**src/rtl/life_pkg.sv**
```systemverilog
// Shared definitions for the game-of-life grid producer, its LED scanner and
// their benches: default grid size, scan state encoding and cell indexing.
package life_pkg;

  localparam int LIFE_ROWS = 8;
  localparam int LIFE_COLS = 8;

  // Scanner alternates between a blanking gap and driving one row.
  typedef enum logic {
    SCAN_BLANK = 1'b0,
    SCAN_DRIVE = 1'b1
  } scan_state_e;

  // Bit position of cell (r,c) inside a flattened generation.
  function automatic int idx(input int r, input int c, input int cols = LIFE_COLS);
    return r * cols + c;
  endfunction

endpackage

```
**src/rtl/life_row_timer.sv**
```systemverilog
// Interval timer for the LED scanner: a loadable down-counter that parks at
// zero and flags terminal count there. Loading N-1 yields an N-cycle interval.
module life_row_timer #(
  parameter int             W       = 4,
  parameter logic [W-1:0]   RST_VAL = '0
) (
  input  logic         clk_i,
  input  logic         rst_ni,
  input  logic         load_i,
  input  logic [W-1:0] load_val_i,
  output logic         tc_o
);

  logic [W-1:0] count_q, count_d;

  // Reload on request, otherwise count down and hold at zero.
  always_comb begin
    count_d = count_q;
    if (load_i) begin
      count_d = load_val_i;
    end else if (count_q != '0) begin
      count_d = count_q - W'(1);
    end
  end

  // Count register; reset value makes the first interval after reset full length.
  always_ff @(posedge clk_i or negedge rst_ni) begin
    if (!rst_ni) begin
      count_q <= RST_VAL;
    end else begin
      count_q <= count_d;
    end
  end

  assign tc_o = (count_q == '0);

endmodule

```
**src/rtl/life_led_scanner.sv**
```systemverilog
// Multiplexed LED matrix driver for the game-of-life grid. Each accepted
// generation waits in a pending buffer and is promoted to the display buffer
// only at a frame boundary, so a frame never mixes two generations.
//
// Handshake: grid_valid/grid_ready. A transfer happens on a rising edge where
// both are high; grid_ready is a registered !pending_full, upstream holds
// grid_in stable while grid_valid is high and grid_ready is low, and grid_in
// is ignored on every other edge.
module life_led_scanner
  import life_pkg::*;
#(
  parameter int ROWS         = LIFE_ROWS,
  parameter int COLS         = LIFE_COLS,
  parameter int DWELL_CYCLES = 1000,
  parameter int BLANK_CYCLES = 8
) (
  input  logic                 clk,
  input  logic                 _rst,
  input  logic [ROWS*COLS-1:0] grid_in,
  input  logic                 grid_valid,
  output logic                 grid_ready,
  output logic [ROWS-1:0]      row_out,
  output logic [COLS-1:0]      col_n,
  output logic                 frame_done,
  output scan_state_e          dbg_state_o
);

  localparam int RW   = (ROWS > 1) ? $clog2(ROWS) : 1;
  localparam int MAXC = (DWELL_CYCLES > BLANK_CYCLES) ? DWELL_CYCLES : BLANK_CYCLES;
  localparam int TW   = $clog2(MAXC + 1);

  localparam logic [TW-1:0] DWELL_LD = TW'(DWELL_CYCLES - 1);
  localparam logic [TW-1:0] BLANK_LD = TW'(BLANK_CYCLES - 1);
  localparam logic [RW-1:0] LAST_ROW = RW'(ROWS - 1);

  scan_state_e             state_q, state_d;
  logic [RW-1:0]           row_idx_q, row_idx_d;
  logic [ROWS*COLS-1:0]    display_q, display_d;
  logic [ROWS*COLS-1:0]    pending_q, pending_d;
  logic                    pending_full_q, pending_full_d;

  logic [ROWS-1:0]         row_out_q, row_out_d;
  logic [COLS-1:0]         col_n_q, col_n_d;
  logic                    grid_ready_q, grid_ready_d;
  logic                    frame_done_q, frame_done_d;

  logic                    tc;
  logic [TW-1:0]           load_val;

  // Timer reloads at every terminal count with the length of the next interval.
  life_row_timer #(
    .W       (TW),
    .RST_VAL (BLANK_LD)
  ) u_timer (
    .clk_i      (clk),
    .rst_ni     (_rst),
    .load_i     (tc),
    .load_val_i (load_val),
    .tc_o       (tc)
  );

  // Next state: scan sequencing, row advance, frame-boundary promotion, capture.
  always_comb begin
    state_d        = state_q;
    row_idx_d      = row_idx_q;
    display_d      = display_q;
    pending_d      = pending_q;
    pending_full_d = pending_full_q;
    frame_done_d   = 1'b0;
    load_val       = BLANK_LD;

    case (state_q)
      SCAN_BLANK: begin
        load_val = DWELL_LD;
        if (tc) begin
          state_d = SCAN_DRIVE;
        end
      end
      SCAN_DRIVE: begin
        load_val = BLANK_LD;
        if (tc) begin
          state_d = SCAN_BLANK;
          if (row_idx_q == LAST_ROW) begin
            row_idx_d    = '0;
            frame_done_d = 1'b1;
            if (pending_full_q) begin
              display_d      = pending_q;
              pending_full_d = 1'b0;
            end
          end else begin
            row_idx_d = row_idx_q + RW'(1);
          end
        end
      end
      default: begin
        state_d = SCAN_BLANK;
      end
    endcase

    // Promotion needs pending_full, capture needs ready (= !pending_full),
    // so the two never act on the same edge.
    if (grid_valid && grid_ready_q) begin
      pending_d      = grid_in;
      pending_full_d = 1'b1;
    end
  end

  // Output decode from the next-state values so registered outputs line up
  // with the state they describe.
  always_comb begin
    row_out_d    = '0;
    col_n_d      = '1;
    grid_ready_d = !pending_full_d;
    if (state_d == SCAN_DRIVE) begin
      for (int r = 0; r < ROWS; r++) begin
        if (row_idx_d == RW'(r)) begin
          row_out_d[r] = 1'b1;
          col_n_d      = ~display_d[idx(r, 0, COLS) +: COLS];
        end
      end
    end
  end

  // Scan state and frame buffers.
  always_ff @(posedge clk or negedge _rst) begin
    if (!_rst) begin
      state_q        <= SCAN_BLANK;
      row_idx_q      <= '0;
      display_q      <= '0;
      pending_q      <= '0;
      pending_full_q <= 1'b0;
    end else begin
      state_q        <= state_d;
      row_idx_q      <= row_idx_d;
      display_q      <= display_d;
      pending_q      <= pending_d;
      pending_full_q <= pending_full_d;
    end
  end

  // Registered outputs; reset blanks the matrix immediately.
  always_ff @(posedge clk or negedge _rst) begin
    if (!_rst) begin
      row_out_q    <= '0;
      col_n_q      <= '1;
      grid_ready_q <= 1'b1;
      frame_done_q <= 1'b0;
    end else begin
      row_out_q    <= row_out_d;
      col_n_q      <= col_n_d;
      grid_ready_q <= grid_ready_d;
      frame_done_q <= frame_done_d;
    end
  end

  assign row_out     = row_out_q;
  assign col_n       = col_n_q;
  assign grid_ready  = grid_ready_q;
  assign frame_done  = frame_done_q;
  assign dbg_state_o = state_q;

endmodule

```
**config.mk**
```make
export PLATFORM = sky130hd
export DESIGN_NAME = life_led_scanner
export DESIGN_NICKNAME = d
export VERILOG_FILES = /design/src/rtl/life_pkg.sv /design/src/rtl/life_row_timer.sv /design/src/rtl/life_led_scanner.sv
export SDC_FILE = /design/constraint.sdc
export NUM_CORES = 1
export LEC_CHECK = 0
export BUFFER_PORTS_ARGS = -buffer_cell sky130_fd_sc_hd__buf_2
export CAP_MARGIN = 20
export CORE_ASPECT_RATIO = 0.6
export CORE_MARGIN = 5
export CORE_UTILIZATION = 30
export DETAILED_ROUTE_END_ITERATION = 8
export PLACE_DENSITY = 0.45
export SLEW_MARGIN = 15
export SYNTH_ARGS = -nofsm -noshare
export SYNTH_HDL_FRONTEND = slang
export SYNTH_SLANG_ARGS = --single-unit
```
**constraint.sdc**
```tcl
create_clock -name clk -period 2.66 [get_ports clk]
set_input_delay 0.798 -clock clk [delete_from_list [all_inputs] [get_ports clk]]
set_output_delay 0.798 -clock clk [all_outputs]
set_load 0.05 [all_outputs]
```
==> flow_summary.yaml, run 1 <==
floorplan:
  start_util_pct: 30.6
  die_h_um: 126
  die_w_um: 204
  ios: 86
  core_region_area_um2: 22100
  rows: 42
  die-area_um2: 25800
global_routing:
  grt_overflow: 0
  grt_antenna_before_repair: 0
  globalRouteTotalUtil_pct: 13.4
  grt_first_pass_wirelength_mm: 26.6
  grt_max_degree: 66
  grt_pass1_vias: 4679
drt:
  wl_per_cell_um: 17.8
  viasPerCell: 4.51
  drc: 0
  drt-initial-drc-count: 181
  via_count: 4256
  drt_first_pass_iters: 4
  wl_mm: 16.8
  ant_nets: 0
setup_path:
  cp_max_fo: 23
  start_kind: "register"
  critPathRequiredTime_ps: 3030
  critical_path_arrival_ps: 2890
  worstSetupEndpointType: "register"
  critical_path_class: "register to register"
sta:
  rsz0062_at_grt: "false"
  finalSetupTns_ps: 0
  final.setup_skew_ps: 7.00
  slew_headroom_pct: 65.5
  hold_ws_ps: 331
  min_period_over_period_pct: 94.7
  period_minus_slack_ps: 2520
  setup_viol: 0
  slew_violations: 0
  hold_viol: 0
  fin_ws_ps: 142
  tightest_slew_ps: 517
  fmax_mhz: 397
yosys:
  synthDistinctLibCells: 43
  synth_nets: 584
  syn_avg_cell_area_um2: 13.2
  synth_top_area_share_pct: 55.1
  synth.most_common_cell: "dfrtp_1"
  yosysSeqAreaShare_pct: 59.8
  synth_seq_cells: 161
  syn_area_um2: 6770
  synth-edff-count: 0
  yosys-top-cells-count: "149 x dfrtp_1, 91 x mux2_2, 46 x inv_1"
  synthFlopType: "dfrtp_1"
  synth_cells: 513
  synthArstFlopShare_pct: 100
  synth_area_leader_cell: "dfrtp_1"
  synth_area_leaders: "dfrtp_1 55%, mux2_2 15%, mux2i_1 6.5%"
  ys_warn_count: 0
placed_design:
  place_ws_ps: 13.3
  routabilityCongestion: 0.727
  numPortBuffers: 85
  placed_cells: 907
  hpwl_mm: 11.9
clocking:
  cts_hold_buf: 0
  cts_buffer_depth: 2
  cts_tree: "yes"
  cts_root_buf: "clkbuf_16"
  insertion_delay_ps: 430
  cts_sinks: 161
  clk_pin_slew_ps: 60
  numCtsBuffers: 17
  htree_levels: 4
job:
  max_cap_viol_count: 0
power_and_ir_drop:
  power.internal_mw: 4.87
  seqPwrFrac_pct: 49.3
  comb_power_share_pct: 8.2
  ir_worst_vdd_v: 0.000444
  leakagePower_nw: 3.98
  power_density_nw_per_um2: 751
  clock_power_share_pct: 42.4
  p_sw_share_pct: 23.2
  switching_power_mw: 1.47
cells_and_area:
  fillers: 2131
  drive_gt1_share_pct: 40.6
  fin_nets: 695
  diodes: 0
  fin_cells: 944
  syn2layout_area_growth_pct: 24.6
status:
  status: "finished clean"
min_path:
  hold_class: "input port to asynchronous set/reset pin"
==> sequential cells by signal (all words and copies together) (netlist names) <==
signal / flops
frame_done: 1
dbg_state_o: 1
pending_full_q: 1
pending_q: 64
row_idx_q: 3
col_n: 8
row_out: 8
u_timer.count_q: 10
display_q: 64
grid_ready: 1
==> critical path: stages, from the launching register on <==
cell and delay (ps):
dfrtp_1 390, or4_4 570, nor3_2 180, buf_4 240, mux2i_4 330, buf_6 250, o21ai_0 130, nand3_1 200
a211o_1 160
==> final cells by class <==
cell class	instances	area [um2]	share of cell area [%]
clock inverter	12	208	2.46
clock buffer	19	443	5.25
multi-input combinational	283	2400	28.5
sequential	161	4050	48.0
timing repair buffer	115	778	9.23
inverter	46	173	2.05
tap	308	385	4.57
==> per-stage QoR <==
step           power [mW]  utilization (%)  area (um2)
2_1_floorplan        3.37                -        6770
3_3_place_gp         3.68             34.8        7700
3_5_place_dp         3.71             34.8        7700
4_1_cts              6.43             37.8        8350
5_1_grt              6.62             38.1        8430
6_report             6.34             38.1        8430
==> layout by cell type (no fill, tap or decap), types with 6 or more instances in the layout <==
cell type and n:
a211o_1 7, a21oi_1 8, a2bb2oi_1 7, buf_12 8
buf_2 84, buf_4 20, clkbuf_16 18, dfrtp_1 148
dfstp_2 12, inv_1 45, mux2_2 91, mux2i_1 43
nand2_1 15, nand2b_1 7, nand3_1 9, nor2_1 24
nor2b_1 7, nor3_1 10, o21ai_0 13, o221ai_1 6
o22ai_1 7
==> routing by layer <==
layer	part of all wire, %	vias up	routed length (um)	track usage, %
met2	43	76	7140	19.3
met3	4.0	12	678	3.57
met1	52	2164	8800	19.9
li1	-	2004	-	-
met5	0	-	0	0
met4	0.89	0	150	3.92
==> power groups by stage <==
stage / clock, mW / combinational [mW] / sequential [mW]
finish: 2.69 / 0.520 / 3.13
global route: 2.86 / 0.586 / 3.17
global placement: 0 / 0.509 / 3.17
detailed placement: 0 / 0.530 / 3.18
CTS: 2.76 / 0.535 / 3.13
floorplan: 0 / 0.370 / 3.00
==> cells by family after synthesis <==
| group | share of synthesized area [%] |
|---|---|
| adder cells (fa/ha/maj) | 0.740 |
| flip-flops | 59.8 |
| AND/OR/NAND/NOR | 5.97 |
| XOR/XNOR | 0.518 |
| AO/OA/AOI/OAI | 5.79 |
| buffers and inverters | 5.20 |
| multiplexers | 22.0 |
==> path summary, 6_finish.rpt <==
check / from / end / slack [ps] / cells after the start
min in group clk: u_timer.count_q[0]$_DFF_PN1_ / u_timer.count_q[0]$_DFF_PN1_ / 470 / 1
max in group asynchronous: _rst / display_q[32]$_DFF_PN0_ / 1650 / 2
hold reg to reg: u_timer.count_q[0]$_DFF_PN1_ / u_timer.count_q[0]$_DFF_PN1_ / 470 / 1
hold / removal: _rst / pending_q[36]$_DFFE_PN0P_ / 330 / 1
setup reg to reg: u_timer.count_q[5]$_DFF_PN0_ / col_n[0]$_DFF_PN1_ / 140 / 8
setup / recovery: u_timer.count_q[5]$_DFF_PN0_ / col_n[0]$_DFF_PN1_ / 140 / 8
==> repair_timing <==
item,CTS,global route
gates resized for setup,2,4
endpoints found under the setup margin,1,8
pin swaps,0,3
buffers inserted,0,5
cloned,0,1
No activity file was read; power rests on OpenSTA's default activity.
==> inputs of run 2 (changes only) <==
==> constraint.sdc (replaced) <==
create_clock -name clk -period 2.66 [get_ports clk]
set_input_delay 0.532 -clock clk [delete_from_list [all_inputs] [get_ports clk]]
set_output_delay 0.532 -clock clk [all_outputs]
set_load 0.05 [all_outputs]
==> flow_summary.yaml, run 2 (same netlist as run 1, synthesis figures left out) <==
status:
  status: "finished clean"
global_routing:
  grt_antenna_before_repair: 1
  grt_first_pass_wirelength_mm: 26.9
  grt_overflow: 0
  globalRouteTotalUtil_pct: 13.8
  grt_max_degree: 66
  grt_pass1_vias: 4530
setup_path:
  critical_path_arrival_ps: 2950
  critPathBufInv: 2
  worstSetupEndpointType: "register"
  worstPathCellList: "or4_4, nor4_4, buf_12, buf_12, mux2_2, nor2_1, a2bb2oi_2, a211o_1"
  start_kind: "register"
  slowest_delay_ps: 570
  critPathTopFamily: "simple AND/OR/NAND/NOR gates"
  worst_path_most_repeated_cell: "buf_12"
  critical_path_class: "register to register"
  critPathRequiredTime_ps: 3030
  worstSetupStartpoint: "u_timer.count_q[5]$_DFF_PN0_"
  reg2reg_from: "u_timer.count_q[5]$_DFF_PN0_"
  cp_max_fo: 18
  critPathSlowestCell: "or4_4"
cells_and_area:
  diodes: 0
  final_util_pct: 38.0
  drive_gt1_share_pct: 41.0
  fillers: 2091
  multiInputGateArea_um2: 2420
  syn2layout_area_growth_pct: 24.1
  top_regs: "display_q x64, pending_q x64, u_timer.count_q x10"
  seq_area_um2: 4050
  fin_nets: 693
  final_cell_mix: "148 x dfrtp_1, 91 x mux2_2, 84 x buf_2"
  layout_commonest_cell: "dfrtp_1"
clocking:
  cts_buffer_depth: 2
  insertion_delay_ps: 430
  cts_tree: "yes"
  cts_hold_buf: 0
  clk_pin_slew_ps: 70
  numCtsBuffers: 17
  cts_sinks: 161
  cts_root_buf: "clkbuf_16"
  htree_levels: 4
sta:
  fin_ws_ps: 84.4
  tightest_slew_ps: 576
  slew_violations: 0
  final.setup_skew_ps: 12.7
  fmax_mhz: 388
  period_minus_slack_ps: 2580
  hold_ws_ps: 86.1
  rsz0062_at_grt: "true"
  min_period_over_period_pct: 96.8
  setup_viol: 0
  finalSetupTns_ps: 0
  hold_viol: 0
  slew_headroom_pct: 61.6
floorplan:
  rows: 42
  die_h_um: 126
  ios: 86
  core_region_area_um2: 22100
  start_util_pct: 30.6
  die_w_um: 204
  die-area_um2: 25800
drt:
  drt_first_pass_iters: 5
  drt-initial-drc-count: 203
  ant_nets: 0
  wl_per_cell_um: 18.0
  via_count: 4306
  viasPerCell: 4.57
  wl_mm: 17.0
  drc: 0
power_and_ir_drop:
  finalPower_mw: 6.34
  switching_power_mw: 1.48
  clock_power_share_pct: 42.7
  power.internal_mw: 4.86
  comb_power_share_pct: 8.1
  ir_worst_vdd_v: 0.000437
  p_sw_share_pct: 23.3
  seqPwrFrac_pct: 49.2
  leakagePower_nw: 3.97
  power_density_nw_per_um2: 755
min_path:
  hold_class: "input port to asynchronous set/reset pin"
placed_design:
  hpwl_mm: 12.2
  numPortBuffers: 85
  routabilityCongestion: 0.779
  place_ws_ps: -59.5
job:
  max_cap_viol_count: 0
==> run 2: changes by cell type in the layout (fill, tap and decap cells not counted), sizes merged <==
cell,change
buf,-1
clkbuf,-1
==> run 2: timing repair <==
action | 4_1_cts | 5_1_grt
cloned | 1 | 0
gates resized for setup | 1 | 10
setup buffers | 1 | 3
endpoints found under the setup margin | 2 | 8
hold endpoints to repair | 0 | 0
pin swaps | 1 | 1
==> run 2: worst reg2reg max path: stages, from the launching register on <==
cell       delay, ps
dfrtp_1          400
or4_4            570
nor4_4           340
buf_12           190
buf_12           170
mux2_2           370
nor2_1           120
a2bb2oi_2        220
a211o_1          160
==> run 2: per-layer routing <==
metal | GRT usage (%) | up-vias | wire, um
met3 | 3.72 | 7 | 744
met1 | 21.3 | 2192 | 9030
li1 | - | 2017 | -
met2 | 19.0 | 90 | 7090
met5 | 0 | - | 0
met4 | 3.21 | 0 | 102
==> run 2: worst paths after layout <==
kind / to / slack [ps] / cells past startpoint
worst max-delay path: col_n[1]$_DFF_PN1_ / 80 / 8
worst min-delay path: display_q[33]$_DFF_PN0_ / 90 / 1
max in group asynchronous: col_n[6]$_DFF_PN1_ / 1760 / 2
min in group clk: pending_q[50]$_DFFE_PN0P_ / 340 / 2
worst min register to register: u_timer.count_q[0]$_DFF_PN1_ / 470 / 1
worst max register to register: col_n[1]$_DFF_PN1_ / 80 / 8
==> run 2: power groups by stage <==
stage,Clock (mW),Combinational [mW],Sequential [mW]
floorplan,0,0.370,3.00
global placement,0,0.504,3.17
detailed placement,0,0.525,3.17
CTS,2.77,0.530,3.13
global route,2.88,0.584,3.16
finish,2.71,0.515,3.12
==> run 2: cell type report <==
class | instances | share of cell area [%]
sequential | 161 | 48.2
multi-input combinational | 283 | 28.8
timing repair buffer | 113 | 8.63
clock buffer | 19 | 5.27
tap | 308 | 4.59
clock inverter | 12 | 2.47
inverter | 46 | 2.06
==> run 2: metrics by stage <==
| step | instance area [um2] | instances |
|---|---|---|
| final | 8400 | 942 |
| after global routing | 8400 | 942 |
| after CTS | 8350 | 940 |
| after detailed placement | 7660 | 907 |
| after global placement | 7660 | 907 |
| after floorplan | 6770 | 513 |
